`config.mk`:
```
export PLATFORM = sky130hd
export DESIGN_NAME = flag_branch_resolver
export DESIGN_NICKNAME = d
export VERILOG_FILES = /design/src/rtl/flag_branch_resolver.sv
export SDC_FILE = /design/constraint.sdc
export NUM_CORES = 1
export LEC_CHECK = 0
export CAP_MARGIN = 0
export CORE_MARGIN = 4
export CORE_UTILIZATION = 25
export CTS_CLUSTER_SIZE = 40
export DETAILED_ROUTE_END_ITERATION = 8
export GPL_TIMING_DRIVEN = 0
export HOLD_SLACK_MARGIN = 0.06
export REMOVE_ABC_BUFFERS = 1
export SYNTH_ARGS = -nofsm -noshare
export SYNTH_HDL_FRONTEND = slang
export SYNTH_SLANG_ARGS = --single-unit
```
`constraint.sdc`:
```
create_clock -name clk -period 1.9 [get_ports clk]
set_input_delay 0.19 -clock clk [delete_from_list [all_inputs] [get_ports clk]]
set_output_delay 0.19 -clock clk [all_outputs]
set_load 0.005 [all_outputs]
```
`src/rtl/flag_branch_resolver.sv`:
```
// Flag register plus branch-condition resolver that issues a registered redirect to fetch.
// Define FLAG_FWD_EN to evaluate conditions on same-cycle forwarded flags instead of flags_q.
module flag_branch_resolver #(
  parameter int AW = 16
) (
  input  logic          clk,
  input  logic          rst_n,
  input  logic [2:0]    flag_we,
  input  logic          z_in,
  input  logic          v_in,
  input  logic          n_in,
  input  logic          br_valid,
  output logic          br_ready,
  input  logic [2:0]    br_cond,
  input  logic [AW-1:0] br_target,
  input  logic [AW-1:0] pc_plus,
  input  logic          stall,
  input  logic          flush,
  output logic [2:0]    flags_q,
  output logic          rd_valid,
  input  logic          rd_ack,
  output logic          rd_taken,
  output logic [AW-1:0] rd_pc,
  output logic          state_dbg
);

  // Handshakes: a transfer happens on a rising edge where valid and ready
  // (br_ready / rd_ack) are both high; valid holds its payload stable until then.
  typedef enum logic {IDLE = 1'b0, HOLD = 1'b1} state_t;

  state_t        state_q, state_d;
  logic          rd_taken_q, rd_taken_d;
  logic [AW-1:0] rd_pc_q, rd_pc_d;
  logic [2:0]    flags_d;
  logic [2:0]    flag_in;
  logic [2:0]    eval_flags;
  logic          cond_true;

  assign flag_in = {z_in, v_in, n_in};

  always_comb begin
    flags_d = flags_q;
    for (int i = 0; i < 3; i++) begin
      if (!stall && flag_we[i]) flags_d[i] = flag_in[i];
    end
  end

`ifdef FLAG_FWD_EN
  assign eval_flags = flags_d;
`else
  assign eval_flags = flags_q;
`endif

  // eval_flags is {Z, V, N}
  always_comb begin
    cond_true = 1'b0;
    unique case (br_cond)
      3'b000: cond_true = !eval_flags[2];
      3'b001: cond_true = eval_flags[2];
      3'b010: cond_true = !eval_flags[2] && !eval_flags[0];
      3'b011: cond_true = eval_flags[0];
      3'b100: cond_true = eval_flags[2] || !eval_flags[0];
      3'b101: cond_true = eval_flags[2] || eval_flags[0];
      3'b110: cond_true = eval_flags[1];
      default: cond_true = 1'b1;
    endcase
  end

  always_comb begin
    state_d    = state_q;
    rd_taken_d = rd_taken_q;
    rd_pc_d    = rd_pc_q;
    if (flush) begin
      state_d = IDLE;
    end else begin
      unique case (state_q)
        IDLE: begin
          if (br_valid && !stall) begin
            state_d    = HOLD;
            rd_taken_d = cond_true;
            rd_pc_d    = cond_true ? br_target : pc_plus;
          end
        end
        HOLD: begin
          // The fetch-side ack is honoured even while the pipeline is stalled.
          if (rd_ack) state_d = IDLE;
        end
        default: state_d = IDLE;
      endcase
    end
  end

  always_ff @(posedge clk or negedge rst_n) begin
    if (!rst_n) begin
      state_q    <= IDLE;
      rd_taken_q <= 1'b0;
      rd_pc_q    <= '0;
      flags_q    <= 3'b000;
    end else begin
      state_q    <= state_d;
      rd_taken_q <= rd_taken_d;
      rd_pc_q    <= rd_pc_d;
      flags_q    <= flags_d;
    end
  end

  assign br_ready  = (state_q == IDLE);
  assign rd_valid  = (state_q == HOLD);
  assign rd_taken  = rd_taken_q;
  assign rd_pc     = rd_pc_q;
  assign state_dbg = state_q;

endmodule

```
Word level (Yosys, flattened, before mapping)
Index checks and enable logic that the tools add are counted.
W data, S select, Z words.
- bits in registers: 21
- bits in latches: 0
- memory bits (writable): 0
- ROM bits: 0
- input bits: 47
- output and inout bits: 23
- word-level logic and storage cells: 32
- memories kept: 0
- add/subtract/negate cells: 0
- multiply operators: 0
- div/mod/pow operators: 0
- order comparisons: 0
- eq/ne operators: 6
- shift operators: 0
- mux-type cells: 6
- bitwise operators: 2
- reductions and logical operators: 12
- operators with widths (kind ; number):
    $mux W16 ; 1
    $eq A3 B3 Y1 const B ; 3
    $pmux W1 S7 ; 1
    $eq A3 B2 Y1 const B ; 2
    $logic_and A1 B1 Y1 ; 5
    $eq A3 B1 Y1 const B ; 1
    $logic_not A1 Y1 ; 3
    $logic_not A3 Y1 ; 1
    $mux W1 ; 3
    $reduce_and A3 Y1 ; 1
    $logic_or A1 B1 Y1 ; 2
    $not A1 Y1 ; 2
    $pmux W1 S2 ; 1

Longest topological paths before layout
Gate-level depths: netlist (run 1).
- word-level depth: 5
- depth in mapped cells: 7
- depth with buffers taken out: 4

Worst setup path after synthesis (run 1)
OpenSTA, ideal clock, no wires.
- path type: register -> register
- from: register flags_q[2]
- to: register rd_pc_q[0], in the netlist rd_pc[0]
- library setup time: 138 ps
- arrival: 1529 ps
- data required time: 1762 ps
- path slack: 233 ps
- cell stages (with the launch flop): 7
- path buffers: 2
- period minus slack after synthesis: 1667 ps
- cells stage by stage: dfrtp_1 > or3b_1 > a31oi_4 > o21a_1 > buf_6 > buf_12 > o221ai_2
- cells in the longest elaborated chain, start to end: 4
- elaborated cells between the ends (all ways): 6
- those cells by class: mux (2); reduce/logical (4)
- RTL lines (item ; RTL line ; text):
    from (decl) ; 19 ; output logic [2:0] flags_q,
    from (signal assigned) ; 103 ; flags_q <= flags_d;
    $logic_not A1 Y1 ; 58, 60 ;
    $logic_and A1 B1 Y1 ; 60 ; 3'b010: cond_true = !eval_flags[2] && !eval_flags[0];
    $pmux W1 S7 * ; 57 ; unique case (br_cond)
    $mux W16 * ; 81 ; rd_pc_d = cond_true ? br_target : pc_plus;
    to (signal assigned) ; 102 ; rd_pc_q <= rd_pc_d;
    to (decl) ; 33 ; logic [AW-1:0] rd_pc_q, rd_pc_d;
Mark *: on every way between the ends. The rest lies on a longest branch, timed or not.
A chain may end at the register's enable or synchronous reset.

Final worst setup path (run 1)
- from: input port br_cond[1]
- to: register rd_pc_q[6], in the netlist rd_pc[6]
- cells in the longest elaborated chain, start to end: 3
- elaborated cells between the ends (all ways): 9
- those cells by class: eq/ne (6); mux (2); reduce/logical (1)
- RTL lines (item ; RTL line ; text):
    from (decl) ; 14 ; input logic [2:0] br_cond,
    $eq A3 B3 Y1 (tied with other cells) ; 57 ;
    $pmux W1 S7 * ; 57 ;
    $mux W16 * ; 81 ;
Marks and branches as above.

==> flow_summary.toml, run 1 <==
[run]
cap_violations = 0

[clock_network]
cts.path.max_buffers = 2
cts_tree = "yes"
root_buffer = "clkbuf_8"
hold_buffers = 0
insertion_delay_ps = 260
cts.clk_slew.worst_paths_ps = 80
clock-sinks = 21
numCtsBuffers = 3
htreeDepth = 1

[setup_path]
ff2ff_path_depth = 4
startpoint = "br_cond[1]"
startpoint_type = "input port"
crit_required_ps = 2020
crit_path_end_kind = "flip-flop"
reg2reg_slack_ps = 160
r2r-start = "flags_q[0]"
r2r_end = "rd_pc[6]"
cp-endpoint = "rd_pc[6]"
cp_max_fo = 17
crit_arrival_ps = 1890
path_class = "in -> reg"

[synth]
synth_edf_count = 0
ys_ff_latch = 21
synth_area_leaders = "dfrtp_1, o2111ai_1, o221ai_2"
yosysWarnings = 0
synth_cell_types = 24
syn_avg_cell_area_um2 = 10.5
async_reset_ff_share_pct = 100
synth_largest_area_cell = "dfrtp_1"
seq_area_frac_synth_pct = 42.8
netlist.area_leader.share_pct = 42.8
syn_inst = 117
ys.flop_type = "dfrtp_1"
synth_area_mm2 = 0.00123

[place]
gp_congestion = 0.637
hpwlAfterDp_um = 2680
dpl_cell_area_mm2 = 0.00196
place_ws_ps = -1140
dp.cells = 243
io_buffers = 69

[floorplanning]
die_x_um = 78.1
fp.dieArea_mm2 = 0.00609
core_mm2 = 0.00475
pin_count = 70
die_h_um = 78.1
initial_core_util_pct = 25.8
num_rows = 25

[timing]
max_freq_mhz = 567
final-hold-violation-count = 0
period_needed_ps = 1760
rsz0062_at_grt = "no"
period_share_pct = 92.8
setup_slack_ps = 137
drv_slew = 0
max_slew.worst_pin.slew_ps = 984
relSlewSlack_pct = 34.2
hold_slack_ps = 469
fin_tns_setup_ps = 0
setup_violations = 0
clock_skew_ps = 3.40

[power_and_ir_drop]
peakVddDrop_v = 0.000473
p_per_area_mw_per_mm2 = 744
finalPower_mw = 1.53
leakage_nw = 0.783

[finish]
area_delta_synth_final_pct = 68.1
final_area_mm2 = 0.00206
ff_latch_area_um2 = 526
fillers = 475
nets = 233
n_antenna_cell = 0
drive_above_1_share_pct = 14.6
multi_input_area_um2 = 588
final_common_cell = "clkdlybuf4s50_1"
final_cells = 252
layout_common_cells = "clkdlybuf4s50_1, dfrtp_1, inv_1"
fin_util_pct = 43.4

[routing]
drc = 0
dr.pass1.iters = 4
first_iter_violations = 17
via_count = 1186
post_drt_wl_per_cell_um = 14.9
via_per_inst = 4.71
routed_wl_um = 3750
ant_nets = 0

[global_route]
track_usage_pct = 12.7
first_global_vias = 1291
grt_overflow = 0
antenna_found_initial = 0
grt_max_degree = 22
grt_pass1_wl_um = 6120

[min_path]
min_path_type = "in -> async"

[run_status]
status = "completed"
registers in the layout (all words and copies together), names as in the netlist:
signal    count
rd_taken      1
rd_valid      1
rd_pc        16
flags_q       3
layer usage:
metal | GRT usage, % | vias up | part of all wire (%)
met5 | 0 | - | 0
met4 | 2.62 | 0 | 0.67
met3 | 4.82 | 4 | 8.9
met2 | 23.7 | 44 | 50
met1 | 13.6 | 561 | 40
li1 | - | 577 | -
worst min path at each step:
stage                     slack, ps  cells past startpoint         end          from
final                           470                      1    rd_taken         rst_n
after global placement          520                      1  flags_q[1]    flags_q[1]
after CTS                       500                      1    rd_taken         rst_n
after detailed placement        530                      2    rd_taken      rd_taken
after floorplan                -110                      0  flags_q[0]         rst_n
after global routing            520                      3    rd_pc[0]  br_target[0]
cells in the mapped netlist (all sizes together), types with 2 or more instances:
cell type / n
dfrtp: 21
inv: 17
nand2: 16
o2111ai: 16
o221ai: 16
clkbuf: 8
buf: 4
mux2: 4
nor2b: 3
nor2: 2
logic make-up after synthesis:
logic type             after synthesis  share of synthesized area, %
multiplexers                         4                          3.67
AND/OR/NAND/NOR                     24                          9.48
buffers and inverters               29                          11.2
AO/OA/AOI/OAI                       39                          32.8
flip-flops                          21                          42.8
final cells by class:
cell class | instances | area share [%]
repair buffers | 76 | 36.7
multi-input cells | 67 | 28.5
flip-flops and latches | 21 | 25.5
well taps | 67 | 4.06
inverters | 17 | 3.09
clock buffers | 4 | 2.18
what timing repair did:
| action | CTS | global route |
|---|---|---|
| setup endpoints to repair | 17 | 14 |
| pin swaps | 2 | 1 |
| buffers inserted | 3 | 2 |
| resized for setup | 3 | 1 |
worst max-delay path, cell delays in order:
cell	delay (ps)
clkdlybuf4s50_1	550
mux2_2	380
o21ai_4	230
o21a_4	340
o221ai_1	190
where the power goes:
part	internal (mW)	leakage (nW)	switching, mW
clock	0.149	0.0228	0.149
sequential	0.547	0.256	0.0606
combinational	0.393	0.504	0.236
total	1.09	0.783	0.445
No activity file was read; power rests on OpenSTA's default activity.
==> run 2, diff against run 1 <==
--- a/config.mk
+++ b/config.mk
@@ -6,7 +6,7 @@
 export NUM_CORES = 1
 export LEC_CHECK = 0
 export CAP_MARGIN = 0
-export CORE_MARGIN = 4
+export CORE_MARGIN = 8
 export CORE_UTILIZATION = 25
 export CTS_CLUSTER_SIZE = 40
 export DETAILED_ROUTE_END_ITERATION = 8
==> run 2 against run 1 <==
Effect of this change:
- clock skew barely moved
- sequential share of layout area fell by 0.20 points
- wire length rose by 7.5%
- via count is 3.1% higher
- clock power barely moved
- critical endpoint is now rd_pc[9]
- largest cell class unchanged
==> flow_summary.toml, run 2 (synthesis gave the netlist of run 1 again) <==
[timing]
setup_violations = 0
max_freq_mhz = 579
final-hold-violation-count = 0
clock_skew_ps = 3.19
max_slew.worst_pin.slew_ps = 1040
rsz0062_at_grt = "no"
relSlewSlack_pct = 30.8
drv_slew = 0
period_share_pct = 90.8
hold_slack_ps = 487
period_needed_ps = 1730
fin_tns_setup_ps = 0

[setup_path]
cp_max_fo = 17
crit_path_end_kind = "flip-flop"
reg2reg_slack_ps = 190
crit_arrival_ps = 1850
r2r_end = "rd_pc[9]"
ff2ff_path_depth = 4
crit_required_ps = 2020
path_class = "in -> reg"
startpoint_type = "input port"
r2r-start = "flags_q[2]"

[floorplanning]
die_h_um = 86.1
initial_core_util_pct = 26.0
pin_count = 70
num_rows = 25
fp.dieArea_mm2 = 0.00741
core_mm2 = 0.00472
die_x_um = 86.1

[clock_network]
numCtsBuffers = 3
htreeDepth = 1
hold_buffers = 0
root_buffer = "clkbuf_8"
clock-sinks = 21
cts.path.max_buffers = 2
insertion_delay_ps = 260
cts.clk_slew.worst_paths_ps = 80
cts_tree = "yes"

[power_and_ir_drop]
p_switching_mw = 0.447
clock_power_share_pct = 19.3
cell_internal_pwr_mw = 1.09
leakage_nw = 0.784
combinationalPowerShare_pct = 41.2
switching_share_pct = 29.1
p_per_area_mw_per_mm2 = 739
power_frac_seq_pct = 39.5
peakVddDrop_v = 0.000309

[routing]
ant_nets = 0
via_per_inst = 4.83
routed_wl_um = 4030
post_drt_wl_per_cell_um = 15.9
first_iter_violations = 20
drc = 0
via_count = 1223
dr.pass1.iters = 4

[finish]
fillers = 457
drive_above_1_share_pct = 15.1
multi_input_area_um2 = 588
final_common_cell = "clkdlybuf4s50_1"
nets = 234
layout_common_cells = "clkdlybuf4s50_1, dfrtp_1, inv_1"
final_cells = 253
ff_latch_area_um2 = 526
fin_util_pct = 44.0
largest_reg_flops = 16
area_delta_synth_final_pct = 69.4
n_antenna_cell = 0

[min_path]
min_path_type = "in -> async"

[run_status]
status = "completed"

[global_route]
antenna_found_initial = 0
first_global_vias = 1345
track_usage_pct = 11.1
grt_pass1_wl_um = 6620
grt_max_degree = 23
grt_overflow = 0

[place]
io_buffers = 69
dp.cells = 243
hpwlAfterDp_um = 2980
gp_congestion = 0.682

[run]
cap_violations = 0
-- run 2: cell types whose count changed in the layout (fill, tap and decap cells not counted), sizes merged --
cell	delta
dlymetal6s2s	-1
buf	+1
dlygate4sd2	+1
-- run 2: area by class of cell --
cell class,instances,share of cell area (%)
Clock buffer,4,2.17
Inverter,17,3.07
Multi-Input combinational cell,67,28.3
Sequential cell,21,25.3
Tap cell,67,4.03
Timing Repair Buffer,77,37.2
-- run 2: per-layer routing --
layer	part of all wire, %	up-vias	GRT usage, %
met5	0	-	0
met4	0.099	0	0.955
met3	7.6	2	4.39
met2	53	46	20.0
met1	39	596	12.2
li1	-	579	-
-- run 2: how the worst max path moves through the flow --
stage,startpoint,to,slack [ps],cells after the start
floorplan,rd_valid,rd_pc[0],-1590,3
global placement,stall,rd_pc[0],-2680,4
detailed placement,br_cond[1],rd_pc[9],-1120,5
CTS,br_cond[1],rd_pc[9],160,5
global route,flags_q[0],rd_pc[9],90,4
finish,br_cond[1],rd_pc[9],170,5
-- run 2: repair_timing --
item	CTS	global route
hold endpoints to repair	0	0
setup endpoints to repair	17	0
buffers inserted	6	0
resized for setup	4	0
-- run 2: worst max-delay path: stages --
cell,delay [ps]
clkdlybuf4s50_1,480
or3b_1,450
a31oi_4,220
o21a_4,320
o221ai_1,170
-- run 2: through the flow --
| step | instance area, µm² | worst slack, ps | total power [mW] |
|---|---|---|---|
| detailed placement | 1960 | -1120 | 1.24 |
| floorplan | 1150 | -1590 | 0.844 |
| global route | 2080 | 94.9 | 1.65 |
| CTS | 2080 | 158 | 1.58 |
| global placement | 1930 | -2680 | 1.21 |
| finish | 2080 | 174 | 1.54 |
-- run 2: power by group through the flow --
| stage | clock (mW) | combinational, mW | sequential [mW] |
|---|---|---|---|
| floorplan | 0 | 0.222 | 0.622 |
| global placement | 0 | 0.604 | 0.611 |
| detailed placement | 0 | 0.620 | 0.617 |
| CTS | 0.320 | 0.647 | 0.609 |
| global route | 0.334 | 0.688 | 0.625 |
| finish | 0.297 | 0.633 | 0.608 |
